File: src/rtl/plic_claim_ctrl.sv
// plic_claim_ctrl: APB4 master that claims a PLIC interrupt, hands the ID to a hardware handler, then completes it.
// Ports:
//   clk, rst           clock, synchronous active-high reset
//   enable, irq        accept new interrupts, PLIC interrupt request for target 0
//   PSEL..PWDATA       APB4 master request (registered outputs)
//   PRDATA..PSLVERR    APB4 slave response
//   int_valid, int_id  claimed ID offered to the handler
//   int_ready          handler accepts the ID
//   int_done           handler finished (single-cycle pulse)
//   busy               sequence in progress
//   err                sticky APB error flag
//   spurious_cnt       saturating count of claims that returned ID 0
module plic_claim_ctrl #(
    parameter int          PADDR_SIZE   = 32,
    parameter int          PDATA_SIZE   = 32,
    parameter logic [31:0] BASE         = 32'h1000_0000,
    parameter logic [31:0] CLAIM_OFFSET = 32'h0020_0004,
    parameter int          SOURCES_BITS = 4,
    parameter int          HOLDOFF      = 2
) (
    input  logic                    clk,
    input  logic                    rst,
    input  logic                    enable,
    input  logic                    irq,
    output logic                    PSEL,
    output logic                    PENABLE,
    output logic [PADDR_SIZE-1:0]   PADDR,
    output logic                    PWRITE,
    output logic [PDATA_SIZE/8-1:0] PSTRB,
    output logic [PDATA_SIZE-1:0]   PWDATA,
    input  logic [PDATA_SIZE-1:0]   PRDATA,
    input  logic                    PREADY,
    input  logic                    PSLVERR,
    output logic                    int_valid,
    output logic [SOURCES_BITS-1:0] int_id,
    input  logic                    int_ready,
    input  logic                    int_done,
    output logic                    busy,
    output logic                    err,
    output logic [7:0]              spurious_cnt
);
    localparam logic [PADDR_SIZE-1:0] CLAIM_ADDR = PADDR_SIZE'(BASE + CLAIM_OFFSET);
    localparam logic [3:0]            HOLD_INIT  = 4'(HOLDOFF);

    typedef enum logic [2:0] {
        IDLE, RD_SETUP, RD_ACCESS, DISPATCH, SERVICE, WR_SETUP, WR_ACCESS, HOLD
    } state_t;

    state_t                  state_q;
    logic [3:0]              hold_q;
    logic                    psel_q, penable_q, pwrite_q;
    logic [PADDR_SIZE-1:0]   paddr_q;
    logic [PDATA_SIZE/8-1:0] pstrb_q;
    logic [PDATA_SIZE-1:0]   pwdata_q;
    logic                    int_valid_q;
    logic [SOURCES_BITS-1:0] int_id_q;
    logic                    err_q;
    logic [7:0]              spur_q;

    logic [SOURCES_BITS-1:0] rd_id;
    logic                    wr_start;
    logic                    unused_prdata;

    assign rd_id         = PRDATA[SOURCES_BITS-1:0];
    assign unused_prdata = ^PRDATA[PDATA_SIZE-1:SOURCES_BITS];
    // Completion starts either straight from DISPATCH (ready and done together) or from SERVICE.
    assign wr_start = (state_q == DISPATCH && int_ready && int_done) || (state_q == SERVICE && int_done);

    always_ff @(posedge clk) begin
        if (rst) begin
            state_q     <= IDLE;
            hold_q      <= '0;
            psel_q      <= 1'b0;
            penable_q   <= 1'b0;
            pwrite_q    <= 1'b0;
            paddr_q     <= '0;
            pstrb_q     <= '0;
            pwdata_q    <= '0;
            int_valid_q <= 1'b0;
            int_id_q    <= '0;
            err_q       <= 1'b0;
            spur_q      <= '0;
        end else begin
            case (state_q)
                IDLE: if (enable && irq) begin
                    state_q <= RD_SETUP;
                    psel_q  <= 1'b1;
                    paddr_q <= CLAIM_ADDR;
                end
                RD_SETUP: begin
                    state_q   <= RD_ACCESS;
                    penable_q <= 1'b1;
                end
                RD_ACCESS: if (PREADY) begin
                    psel_q    <= 1'b0;
                    penable_q <= 1'b0;
                    paddr_q   <= '0;
                    if (PSLVERR) begin
                        err_q   <= 1'b1;
                        state_q <= IDLE;
                    end else if (rd_id == '0) begin
                        if (spur_q != 8'hFF) spur_q <= spur_q + 8'd1;
                        hold_q  <= HOLD_INIT;
                        state_q <= HOLD;
                    end else begin
                        int_id_q    <= rd_id;
                        int_valid_q <= 1'b1;
                        state_q     <= DISPATCH;
                    end
                end
                DISPATCH: if (int_ready) begin
                    int_valid_q <= 1'b0;
                    state_q     <= SERVICE;
                end
                WR_SETUP: begin
                    state_q   <= WR_ACCESS;
                    penable_q <= 1'b1;
                end
                WR_ACCESS: if (PREADY) begin
                    psel_q    <= 1'b0;
                    penable_q <= 1'b0;
                    pwrite_q  <= 1'b0;
                    paddr_q   <= '0;
                    pstrb_q   <= '0;
                    pwdata_q  <= '0;
                    if (PSLVERR) err_q <= 1'b1;
                    hold_q    <= HOLD_INIT;
                    state_q   <= HOLD;
                end
                HOLD: if (hold_q == '0) state_q <= IDLE;
                      else hold_q <= hold_q - 4'd1;
                default: ;
            endcase
            // Overrides the DISPATCH/SERVICE arms above when the handler reports done.
            if (wr_start) begin
                state_q  <= WR_SETUP;
                psel_q   <= 1'b1;
                pwrite_q <= 1'b1;
                paddr_q  <= CLAIM_ADDR;
                pstrb_q  <= '1;
                pwdata_q <= PDATA_SIZE'(int_id_q);
            end
        end
    end

    assign PSEL         = psel_q;
    assign PENABLE      = penable_q;
    assign PADDR        = paddr_q;
    assign PWRITE       = pwrite_q;
    assign PSTRB        = pstrb_q;
    assign PWDATA       = pwdata_q;
    assign int_valid    = int_valid_q;
    assign int_id       = int_id_q;
    assign busy         = state_q != IDLE;
    assign err          = err_q;
    assign spurious_cnt = spur_q;
endmodule

File: config.mk
export PLATFORM = sky130hd
export DESIGN_NAME = plic_claim_ctrl
export DESIGN_NICKNAME = d
export VERILOG_FILES = /design/src/rtl/plic_claim_ctrl.sv
export SDC_FILE = /design/constraint.sdc
export NUM_CORES = 1
export LEC_CHECK = 0
export CAP_MARGIN = 25
export CORE_AREA = 2 2 77 72
export CTS_CLUSTER_SIZE = 16
export DETAILED_ROUTE_END_ITERATION = 10
export DIE_AREA = 0 0 79 74
export PLACE_DENSITY_LB_ADDON = 0.15
export SLEW_MARGIN = 20
export SYNTH_ARGS = -nofsm -noshare
export SYNTH_HDL_FRONTEND = slang
export SYNTH_SLANG_ARGS = --single-unit
File: constraint.sdc
create_clock -name clk -period 3.8 [get_ports clk]
set_input_delay 0.76 -clock clk [delete_from_list [all_inputs] [get_ports clk]]
set_output_delay 0.76 -clock clk [all_outputs]
set_load 0.02 [all_outputs]
[Word level (Yosys, flattened, before mapping)]
Index checks and enable logic that the tools add are counted.
Word-level totals
  bits in latches: 0
  word-level logic and storage cells: 111
  memory bits (read-only): 0
  memories kept: 0
  bits in registers: 64
  bits in writable memories: 0
Operators by class
  bitwise logic cells: 2
  add/subtract/negate cells: 2
  shifts and indexed selects: 0
  multiply operators: 0
  equality and inequality tests: 24
  div/mod/pow operators: 0
  magnitude comparators: 0
  muxes and demuxes: 37
  reduce and logical (&&, ||, !) cells: 32
Operators by type and width (count)
  two-way mux 32 bit: 2
  one-hot mux 32 bit (2 select lines): 1
  two-way mux 4 bit: 11
  two-way mux 29 bit: 1
  two-way mux 3 bit: 8
  one-hot mux 3 bit (7 select lines): 1
  inequality test 2 bit (second input constant): 9
  AND reduction 6 bit: 3
  inequality test 3 bit (second input constant): 5
  equality test 3 bit (second input constant): 4
  one-hot mux 4 bit (3 select lines): 1
  AND reduction 5 bit: 2
  nonzero test 2 bit: 5
  two-way mux 1 bit: 9
  AND reduction 3 bit: 3
  nonzero test 3 bit: 3
  adder 8 x 1 -> 8 bit (second input constant): 1
  logical NOT 4 bit: 2
  inequality test 8 bit (second input constant): 1
  nonzero test 8 bit: 1
  nonzero test 7 bit: 1
  equality test 3 x 2 -> 1 bit (second input constant): 2
  one-hot mux 1 bit (2 select lines): 3
  OR reduction 2 bit: 3
  other kinds (10): 15

[Depth between registers and ports, before layout]
Gate-level depths: netlist of run 1.
  depth in word-level cells: 6
  mapped depth: 7

[Worst setup path before layout of run 1]
OpenSTA, ideal clock, no wires.
  path kind: input to register
  start point: input port PRDATA[3]
  end point: register spur_q[3] (netlist: spurious_cnt[3])
  slack: 1.484 ns
  stages on the path: 5
  data required time: 3.679 ns
  buffers on the path: 1
  data arrival time: 2.195 ns
  path through: or4_1 > buf_2 > a2111oi_4 > nand2_2 > mux2_4
Between the ends
  word-level cells in the longest chain between the ends: 2
RTL lines
  from (decl): RTL line 31  | input logic [PDATA_SIZE-1:0] PRDATA,
  logical NOT 4 bit: RTL line 101  | end else if (rd_id == '0) begin
  AND reduction 5 bit (no source line)
  to (signal assigned): RTL line 102  | if (spur_q != 8'hFF) spur_q <= spur_q + 8'd1;
  to (decl): RTL line 58  | logic [7:0] spur_q;
Every way passes these cells.
A chain may end at the register's enable or synchronous reset.

[Final worst setup path of run 1]
Ends and elaborated chain as after synthesis.

==> results of run 1 <==
[metrics by stage]
| step | cells | hold slack, ns | cell area, sq um |
|---|---|---|---|
| after floorplan | 291 | 0.440 | 2120 |
| after global routing | 329 | 0.512 | 2170 |
| after detailed placement | 325 | 0.461 | 2100 |
| after global placement | 325 | 0.462 | 2100 |
| after CTS | 329 | 0.480 | 2170 |
| final | 329 | 0.481 | 2170 |
[synth_stat cells (all sizes together), types with 2 or more instances]
library cell	count
o21a	2
and2	2
ha	3
buf	67
a41o	2
inv	8
a22oi	2
a21o	2
nand4	2
nand2b	3
nand3	8
a311oi	3
nand2	12
nor3	6
nand4bb	2
a211oi	2
a21oi	19
a31oi	4
clkbuf	7
nor2	16
o21ai	7
and3	3
nor4	4
or4	2
dfxtp	28
[registers in the layout (all words and copies together), names as in the netlist]
| signal | flops |
|---|---|
| int_valid | 1 |
| spurious_cnt | 8 |
| PWDATA | 4 |
| err | 1 |
| PADDR | 1 |
| state_q | 3 |
| PSTRB | 1 |
| int_id | 4 |
| PENABLE | 1 |
| hold_q | 4 |
[report_power, final]
part           internal, uW  total, uW  switching (uW)
registers               318        373            55.4
clock network           141        237            96.3
logic                   138        325             188
total                   597        936             339
[final timing paths]
path              startpoint         endpoint  cells past startpoint
max                PRDATA[3]  spurious_cnt[3]                      5
min                PWDATA[0]        PWDATA[0]                      2
max reg2reg  spurious_cnt[0]  spurious_cnt[3]                      5
min reg2reg        PWDATA[0]        PWDATA[0]                      2
[worst reg2reg max path, cell delays in order, from the launching register on]
cell,delay (ns)
sky130_fd_sc_hd__dfxtp_1,0.36
sky130_fd_sc_hd__ha_1,0.27
sky130_fd_sc_hd__and4_2,0.28
sky130_fd_sc_hd__a2111oi_4,0.63
sky130_fd_sc_hd__nand2_2,0.10
sky130_fd_sc_hd__mux2_4,0.31
[final cells by class]
| type | instances | share of cell area, % |
|---|---|---|
| sequential | 28 | 25.9 |
| timing repair buffer | 41 | 18.8 |
| inverter | 8 | 1.39 |
| tap | 67 | 3.87 |
| clock buffer | 3 | 1.91 |
| multi-input combinational | 181 | 46.8 |
| clock inverter | 1 | 1.39 |
[per-layer routing]
layer  routed length [microns]  share of wire (%)  vias up  GRT usage [%]
met4                        23               0.62        0           2.30
met3                       257                6.9        4           3.28
met5                         0                  0        -              0
met2                      1670                 45       59           20.2
met1                      1780                 48      680           17.7
li1                          -                  -      756              -
[cells by family after synthesis]
group | Yosys count | share of synthesized area [%]
buf+inv | 82 | 28.7
compound gates | 49 | 17.3
flops | 28 | 29.3
other cells | 1 | 0.196
fa+ha+maj | 3 | 1.96
simple gates | 69 | 20.7
xor+xnor | 1 | 0.458
mux | 2 | 1.31
==> impl_metrics.toml, run 1 <==
[logic_synthesis]
avgSynthCellArea_sq_um = 8.14
synth_edf_count = 0
synth_cells = 235
synth_top_cells_by_area = "sky130_fd_sc_hd__dfxtp_1, sky130_fd_sc_hd__buf_4, sky130_fd_sc_hd__a21oi_1, sky130_fd_sc_hd__nor2_1, sky130_fd_sc_hd__nand2_1"
yosys_top_cell_area_share_pct = 29.3
synth_area_leader_cell = "sky130_fd_sc_hd__dfxtp_1"
yosysWarningCount = 0
area_of_the_mapped_netlist_sq_um = 1910
synthArstFlopShare_pct = 0
synth.distinct_cells = 49
synth_seq_area_share_pct = 29.3
synth_top_flop_cell = "sky130_fd_sc_hd__dfxtp_1"
synth-seq-cells = 28

[worst_hold_path]
min-delay-path-class = "reg -> reg"

[pwr]
ratio_of_total_power_to_cell_area_nw_per_um2 = 432
vdd_drop_max_mv = 0.251
total_power_uw = 936
power_leakage_uw = 0.000831

[route]
drt_iter0_markers = 68
detail_route.first_pass.iterations = 4
route.vias.total = 1499
wl_per_cell_microns = 11.3
postRouteAntennaNets = 0
drt_wl_total_mm = 3.73
detail_route.vias_per_cell = 4.56
detail_route.drc_violations = 0

[final_layout]
nNetsFinal = 306
fill_cells = 553
area_growth_syn_to_layout_pct = 13.3
multiInputGateArea_sq_um = 1010
layout.core_utilization_pct = 42.8
layout_common_cells = "sky130_fd_sc_hd__conb_1, sky130_fd_sc_hd__clkdlybuf4s50_1, sky130_fd_sc_hd__dfxtp_1"
drive_gt1_share_pct = 4.20
insertedDiodeCount = 0
layout_commonest_cell = "sky130_fd_sc_hd__conb_1"
sequential_cell_area_in_the_final_layout_sq_um = 561

[critical_path]
timing.critical_path.buf_inv = 1
critical-path-max-stage-delay_ns = 0.66
timing.critical_path.to_type = "register"
arrival_ns = 2.80
worstPathRequired_ns = 3.97
critical_path_peak_fanout = 8
startpoint_class = "input pin"
critPathTopFamily = "simple AND/OR/NAND/NOR gates"
crit_slowest_cell = "sky130_fd_sc_hd__or4_1"
timing_worst_setup_path_type = "in -> reg"
critical_path.cell_chain = "clkdlybuf4s50_1, or4_1, a2111oi_4, nand2_2, mux2_4"
ff2ff_setup_slack_ns = 1.75

[floorplan]
fp.dieArea_sq_um = 5850
core_sq_um = 5070
core.rowCount = 25
die_y_microns = 74
start_util_pct = 37.8
dieWidth_microns = 79
io-pin-count = 126

[timing]
worstMarginPinSlew_ns = 0.673
final.setup.worst_slack_ns = 1.18
total_negative_slack_ns = 0
finalWorstPathRequiredPeriod_ns = 2.62
number_of_slew_limit_violations_in_the_final_report = 0
maxSlewHeadroom_pct = 55.0
fin_crit_sh_pct = 69.0
rsz0062_at_grt = "no"
finClkSkew_ns = 0.00361
final_report_hold_violation_count = 0
timing.fmax_mhz = 381
finalSetupViolCount = 0

[clocking]
insertion_delay_ns = 0.28
cts_hold_buf = 0
cts_tree = "done"
number_of_setup_buffers_added_after_cts = 0
post_cts_resized = 0
cts-root-to-sink-buffers = 2
cts_htree_levels = 1
clock-sinks = 28
tritoncts.num_buffers = 3
clk_transition_reported_paths_ns = 0.10
clk_root_buffer_cell = "sky130_fd_sc_hd__clkbuf_8"

[run]
cap_violations = 0

[grt]
grt_pass1_wl_mm = 6.00
grt_util_all_layers_pct = 12.7
pin_count_of_the_biggest_net_entering_global_routing = 20
vias_in_the_first_global_route = 1339
overflow = 0
antenna_found_initial = 0

[placement]
detailedPlacementHpwl_mm = 2.77
dp_slack_ns = 0.866
port-buffer-count = 40
gp_routability_congestion = 0.750

[status]
status = "complete, no violations"
Note: power is estimated with default switching activity, not from simulation.
==> inputs of run 2 (changes only) <==
--- a/config.mk
+++ b/config.mk
@@ -6,10 +6,10 @@
 export NUM_CORES = 1
 export LEC_CHECK = 0
 export CAP_MARGIN = 25
-export CORE_AREA = 2 2 77 72
+export CORE_AREA = 2 2 84 78
 export CTS_CLUSTER_SIZE = 16
 export DETAILED_ROUTE_END_ITERATION = 10
-export DIE_AREA = 0 0 79 74
+export DIE_AREA = 0 0 86 80
 export PLACE_DENSITY_LB_ADDON = 0.15
 export SLEW_MARGIN = 20
 export SYNTH_ARGS = -nofsm -noshare
==> constraint.sdc (replaced) <==
create_clock -name clk -period 2.3 [get_ports clk]
set_input_delay 0.46 -clock clk [delete_from_list [all_inputs] [get_ports clk]]
set_output_delay 0.46 -clock clk [all_outputs]
set_load 0.02 [all_outputs]
==> impl_metrics.toml, run 2 (synthesized netlist as in run 1, its figures left out) <==
[status]
status = "finished, violations left"
violations_in_the_final_reports = "DRC"

[timing]
number_of_slew_limit_violations_in_the_final_report = 0
final_report_hold_violation_count = 0
finalSetupViolCount = 0
final.setup.worst_slack_ns = 0.219
timing.fmax_mhz = 481
fin_crit_sh_pct = 90.5
rsz0062_at_grt = "no"
finalWorstPathRequiredPeriod_ns = 2.08
total_negative_slack_ns = 0
finClkSkew_ns = 0.00241

[pwr]
comb_power_share_pct = 42.0
power_leakage_uw = 0.000895
psw_uw = 562
vdd_drop_max_mv = 0.510
sequentialPowerShare_pct = 39.8
clock_power_share_pct = 18.2
switching_part_of_the_total_power_pct = 38.3
ratio_of_total_power_to_cell_area_nw_per_um2 = 648
internal_power_uw = 905

[route]
detail_route.vias_per_cell = 4.41
detail_route.drc_violations = 1
wl_per_cell_microns = 11.4
route.vias.total = 1538
postRouteAntennaNets = 0
detail_route.first_pass.iterations = 7
drt_wl_total_mm = 3.97
drt_iter0_markers = 30

[floorplan]
io-pin-count = 126
fp.dieArea_sq_um = 6880
core_sq_um = 5980
die_y_microns = 80
start_util_pct = 32.0
core.rowCount = 27
dieWidth_microns = 86

[clocking]
cts_htree_levels = 1
cts_hold_buf = 0
post_cts_resized = 0
clock-sinks = 28
tritoncts.num_buffers = 3
clk_transition_reported_paths_ns = 0.09
cts-root-to-sink-buffers = 2
cts_tree = "done"
insertion_delay_ns = 0.27
clk_root_buffer_cell = "sky130_fd_sc_hd__clkbuf_8"
number_of_setup_buffers_added_after_cts = 0

[critical_path]
timing.critical_path.to_type = "register"
timing_worst_setup_path_type = "in -> reg"
critical_path.cell_chain = "clkdlybuf4s50_1, or4_1, a2111oi_4, buf_4, nand2_2, mux2_4"
arrival_ns = 2.25
startpoint_class = "input pin"
reg2reg_from = "spurious_cnt[0]"
critical_path_peak_fanout = 8
ff2ff_setup_slack_ns = 0.40
worstReg2RegEnd = "spurious_cnt[3]"
critical-path-max-stage-delay_ns = 0.61
crit_slowest_cell = "sky130_fd_sc_hd__or4_1"
timing.critical_path.buf_inv = 2
rr_worst_depth = 6
critPathTopFamily = "simple AND/OR/NAND/NOR gates"
worstPathRequired_ns = 2.47

[final_layout]
nNetsFinal = 322
largest_register_ff_count = 8
number_of_non_filler_instances_in_the_completed_layout = 349
insertedDiodeCount = 0
postLayoutCellArea_sq_um = 2260
layout_commonest_cell = "sky130_fd_sc_hd__conb_1"
layout_common_cells = "sky130_fd_sc_hd__conb_1, sky130_fd_sc_hd__clkdlybuf4s50_1, sky130_fd_sc_hd__dfxtp_1"
drive_gt1_share_pct = 9.39
area_growth_syn_to_layout_pct = 18.3
layout.core_utilization_pct = 37.9

[worst_hold_path]
hold_path_end = "PWDATA[1]"
hp-start = "PWDATA[1]"
min-delay-path-class = "reg -> reg"
timing.hold.worst_path_depth = 2

[placement]
numPlacedInstances = 346
gp_routability_congestion = 0.730
port-buffer-count = 40
detailedPlacementHpwl_mm = 3.11
dp_slack_ns = -0.0782
placed_inst_area_sq_um = 2220

[grt]
grt_pass1_wl_mm = 6.45
antenna_found_initial = 0
grt_util_all_layers_pct = 11.8
overflow = 0
vias_in_the_first_global_route = 1358
pin_count_of_the_biggest_net_entering_global_routing = 19

[run]
cap_violations = 0
## run 2: through the flow
step	power (uW)	hold slack [ns]
4_1_cts	1490	0.476
5_1_grt	1590	0.500
2_1_floorplan	1090	0.440
3_3_place_gp	1210	0.459
3_5_place_dp	1210	0.461
6_report	1470	0.470
## run 2: per-layer routing
layer	GRT usage, %	vias up	wire length (microns)
met5	0	-	0
met4	2.38	0	0
met3	2.90	0	217
met2	18.7	52	1870
met1	16.2	702	1880
li1	-	784	-
## run 2: cell type report
class	count	area, sq um
Timing Repair Buffer	57	528
Clock buffer	3	41.3
Tap cell	72	90.1
Fill cell	627	3720
Inverter	8	30.0
Multi-Input combinational cell	181	1010
Sequential cell	28	561
## run 2: power groups by stage
stage	clock (uW)	combinational, uW	sequential (uW)
finish	266	617	585
global placement	0	617	596
floorplan	0	501	590
CTS	285	618	586
detailed placement	0	612	596
global route	304	686	599
## run 2: how the worst max path moves through the flow
stage	start	end	slack, ns	cells after the start
floorplan	PRDATA[3]	spurious_cnt[3]	0.28	5
global placement	PRDATA[3]	hold_q[3]	-0.08	6
detailed placement	PRDATA[3]	spurious_cnt[3]	-0.08	6
CTS	state_q[1]	busy	0.22	3
global route	state_q[0]	busy	0.03	3
finish	PRDATA[3]	spurious_cnt[3]	0.22	6
## run 2: tightest hold or removal path, stage by stage, from the launching register on
cell and delay [ns]:
sky130_fd_sc_hd__dfxtp_1 0.32, sky130_fd_sc_hd__nand3_1 0.06, sky130_fd_sc_hd__a21oi_1 0.05
==> inputs of run 3 (changes only) <==
--- a/config.mk
+++ b/config.mk
@@ -10,6 +10,7 @@
 export CTS_CLUSTER_SIZE = 16
 export DETAILED_ROUTE_END_ITERATION = 10
 export DIE_AREA = 0 0 86 80
+export MAX_ROUTING_LAYER = met4
 export PLACE_DENSITY_LB_ADDON = 0.15
 export SLEW_MARGIN = 20
 export SYNTH_ARGS = -nofsm -noshare
==> constraint.sdc (replaced) <==
create_clock -name clk -period 2.3 [get_ports clk]
set_input_delay 0.345 -clock clk [delete_from_list [all_inputs] [get_ports clk]]
set_output_delay 0.345 -clock clk [all_outputs]
set_load 0.02 [all_outputs]
==> impl_metrics.toml, run 3 (synthesized netlist as in run 1, its figures left out) <==
[critical_path]
worstPathRequired_ns = 2.46
arrival_ns = 2.13
timing_worst_setup_path_type = "in -> reg"
critical_path_peak_fanout = 4
timing.critical_path.to_type = "register"
startpoint_class = "input pin"

[final_layout]
drive_gt1_share_pct = 7.72
postLayoutCellArea_sq_um = 2240
nNetsFinal = 316
largest_register_ff_count = 8
layout_commonest_cell = "sky130_fd_sc_hd__conb_1"
area_growth_syn_to_layout_pct = 17.3
layout_common_cells = "sky130_fd_sc_hd__conb_1, sky130_fd_sc_hd__clkdlybuf4s50_1, sky130_fd_sc_hd__dfxtp_1"
insertedDiodeCount = 0
layout.core_utilization_pct = 37.5

[floorplan]
fp.dieArea_sq_um = 6880
io-pin-count = 126
core_sq_um = 5980
core.rowCount = 27
die_y_microns = 80
dieWidth_microns = 86
start_util_pct = 32.0

[placement]
detailedPlacementHpwl_mm = 3.01
placed_inst_area_sq_um = 2190
gp_routability_congestion = 0.783
port-buffer-count = 40

[timing]
final_report_hold_violation_count = 0
finalWorstPathRequiredPeriod_ns = 1.98
hold-worst-slack_ns = 0.473
finClkSkew_ns = 0.00711
fin_crit_sh_pct = 86.0
number_of_slew_limit_violations_in_the_final_report = 0
finalSetupViolCount = 0
maxSlewHeadroom_pct = 63.5
rsz0062_at_grt = "no"
total_negative_slack_ns = 0
worstMarginPinSlew_ns = 0.547
timing.fmax_mhz = 506

[status]
violations_in_the_final_reports = "DRC"
status = "finished, violations left"

[grt]
pin_count_of_the_biggest_net_entering_global_routing = 18
vias_in_the_first_global_route = 1322
overflow = 0
grt_pass1_wl_mm = 6.11
antenna_found_initial = 0
grt_util_all_layers_pct = 11.2

[route]
detail_route.first_pass.iterations = 7
drt_iter0_markers = 42
drt_wl_total_mm = 3.89
route.vias.total = 1516
wl_per_cell_microns = 11.3
postRouteAntennaNets = 0
detail_route.drc_violations = 1
detail_route.vias_per_cell = 4.41

[clocking]
clock-sinks = 28
post_cts_resized = 0
clk_root_buffer_cell = "sky130_fd_sc_hd__clkbuf_8"
cts-root-to-sink-buffers = 2
cts_hold_buf = 0
cts_tree = "done"
tritoncts.num_buffers = 3
number_of_setup_buffers_added_after_cts = 0
insertion_delay_ns = 0.28
cts_htree_levels = 1
clk_transition_reported_paths_ns = 0.09

[worst_hold_path]
min-delay-path-class = "reg -> reg"

[run]
cap_violations = 0

[pwr]
ratio_of_total_power_to_cell_area_nw_per_um2 = 671
vdd_drop_max_mv = 0.581
power_leakage_uw = 0.000878
run 3: changes by cell type in the layout (fill, tap and decap cells not counted), sizes merged:
cell	change
clkbuf	+1
buf	-6
run 3: path summary, 6_finish.rpt:
check | start | end | slack, ns | cells after the start
min reg2reg | PWDATA[1] | PWDATA[1] | 0.47 | 2
min | PWDATA[1] | PWDATA[1] | 0.47 | 2
max | PRDATA[3] | hold_q[3] | 0.32 | 6
max reg2reg | spurious_cnt[0] | spurious_cnt[3] | 0.39 | 6
run 3: per-stage QoR:
stage / worst slack, ns / cells / power [uW]
global placement: -0.00431 / 340 / 1210
floorplan: 0.322 / 291 / 1090
global route: 0.248 / 344 / 1590
finish: 0.322 / 344 / 1510
CTS: 0.310 / 344 / 1520
detailed placement: 0.0128 / 340 / 1200
run 3: power by group:
part	leakage (uW)	internal (uW)	total, uW	switching, uW
Sequential	0.000226	526	589	63.4
Combinational	0.000623	255	603	347
Clock	0.0000288	153	313	160
Total	0.000878	935	1510	571
run 3: layer usage:
| layer | share of wire, % | track usage, % | vias to the layer above |
|---|---|---|---|
| met5 | 0 | - | - |
| met4 | 0 | 1.90 | 0 |
| met3 | 5.3 | 2.90 | 0 |
| met2 | 46 | 17.5 | 52 |
| met1 | 49 | 14.9 | 685 |
| li1 | - | - | 779 |
run 3: critical path, stage by stage:
cell,delay (ns)
sky130_fd_sc_hd__clkdlybuf4s50_1,0.42
sky130_fd_sc_hd__or4_1,0.61
sky130_fd_sc_hd__buf_4,0.19
sky130_fd_sc_hd__o211ai_1,0.21
sky130_fd_sc_hd__and2_1,0.24
sky130_fd_sc_hd__a311oi_1,0.12
run 3: cell type report:
type | count | area (sq um)
fillers | 644 | 3730
multi-input cells | 181 | 1010
flip-flops and latches | 28 | 561
repair buffers | 51 | 495
well taps | 72 | 90.1
clock buffers | 4 | 55.1
inverters | 8 | 30.0
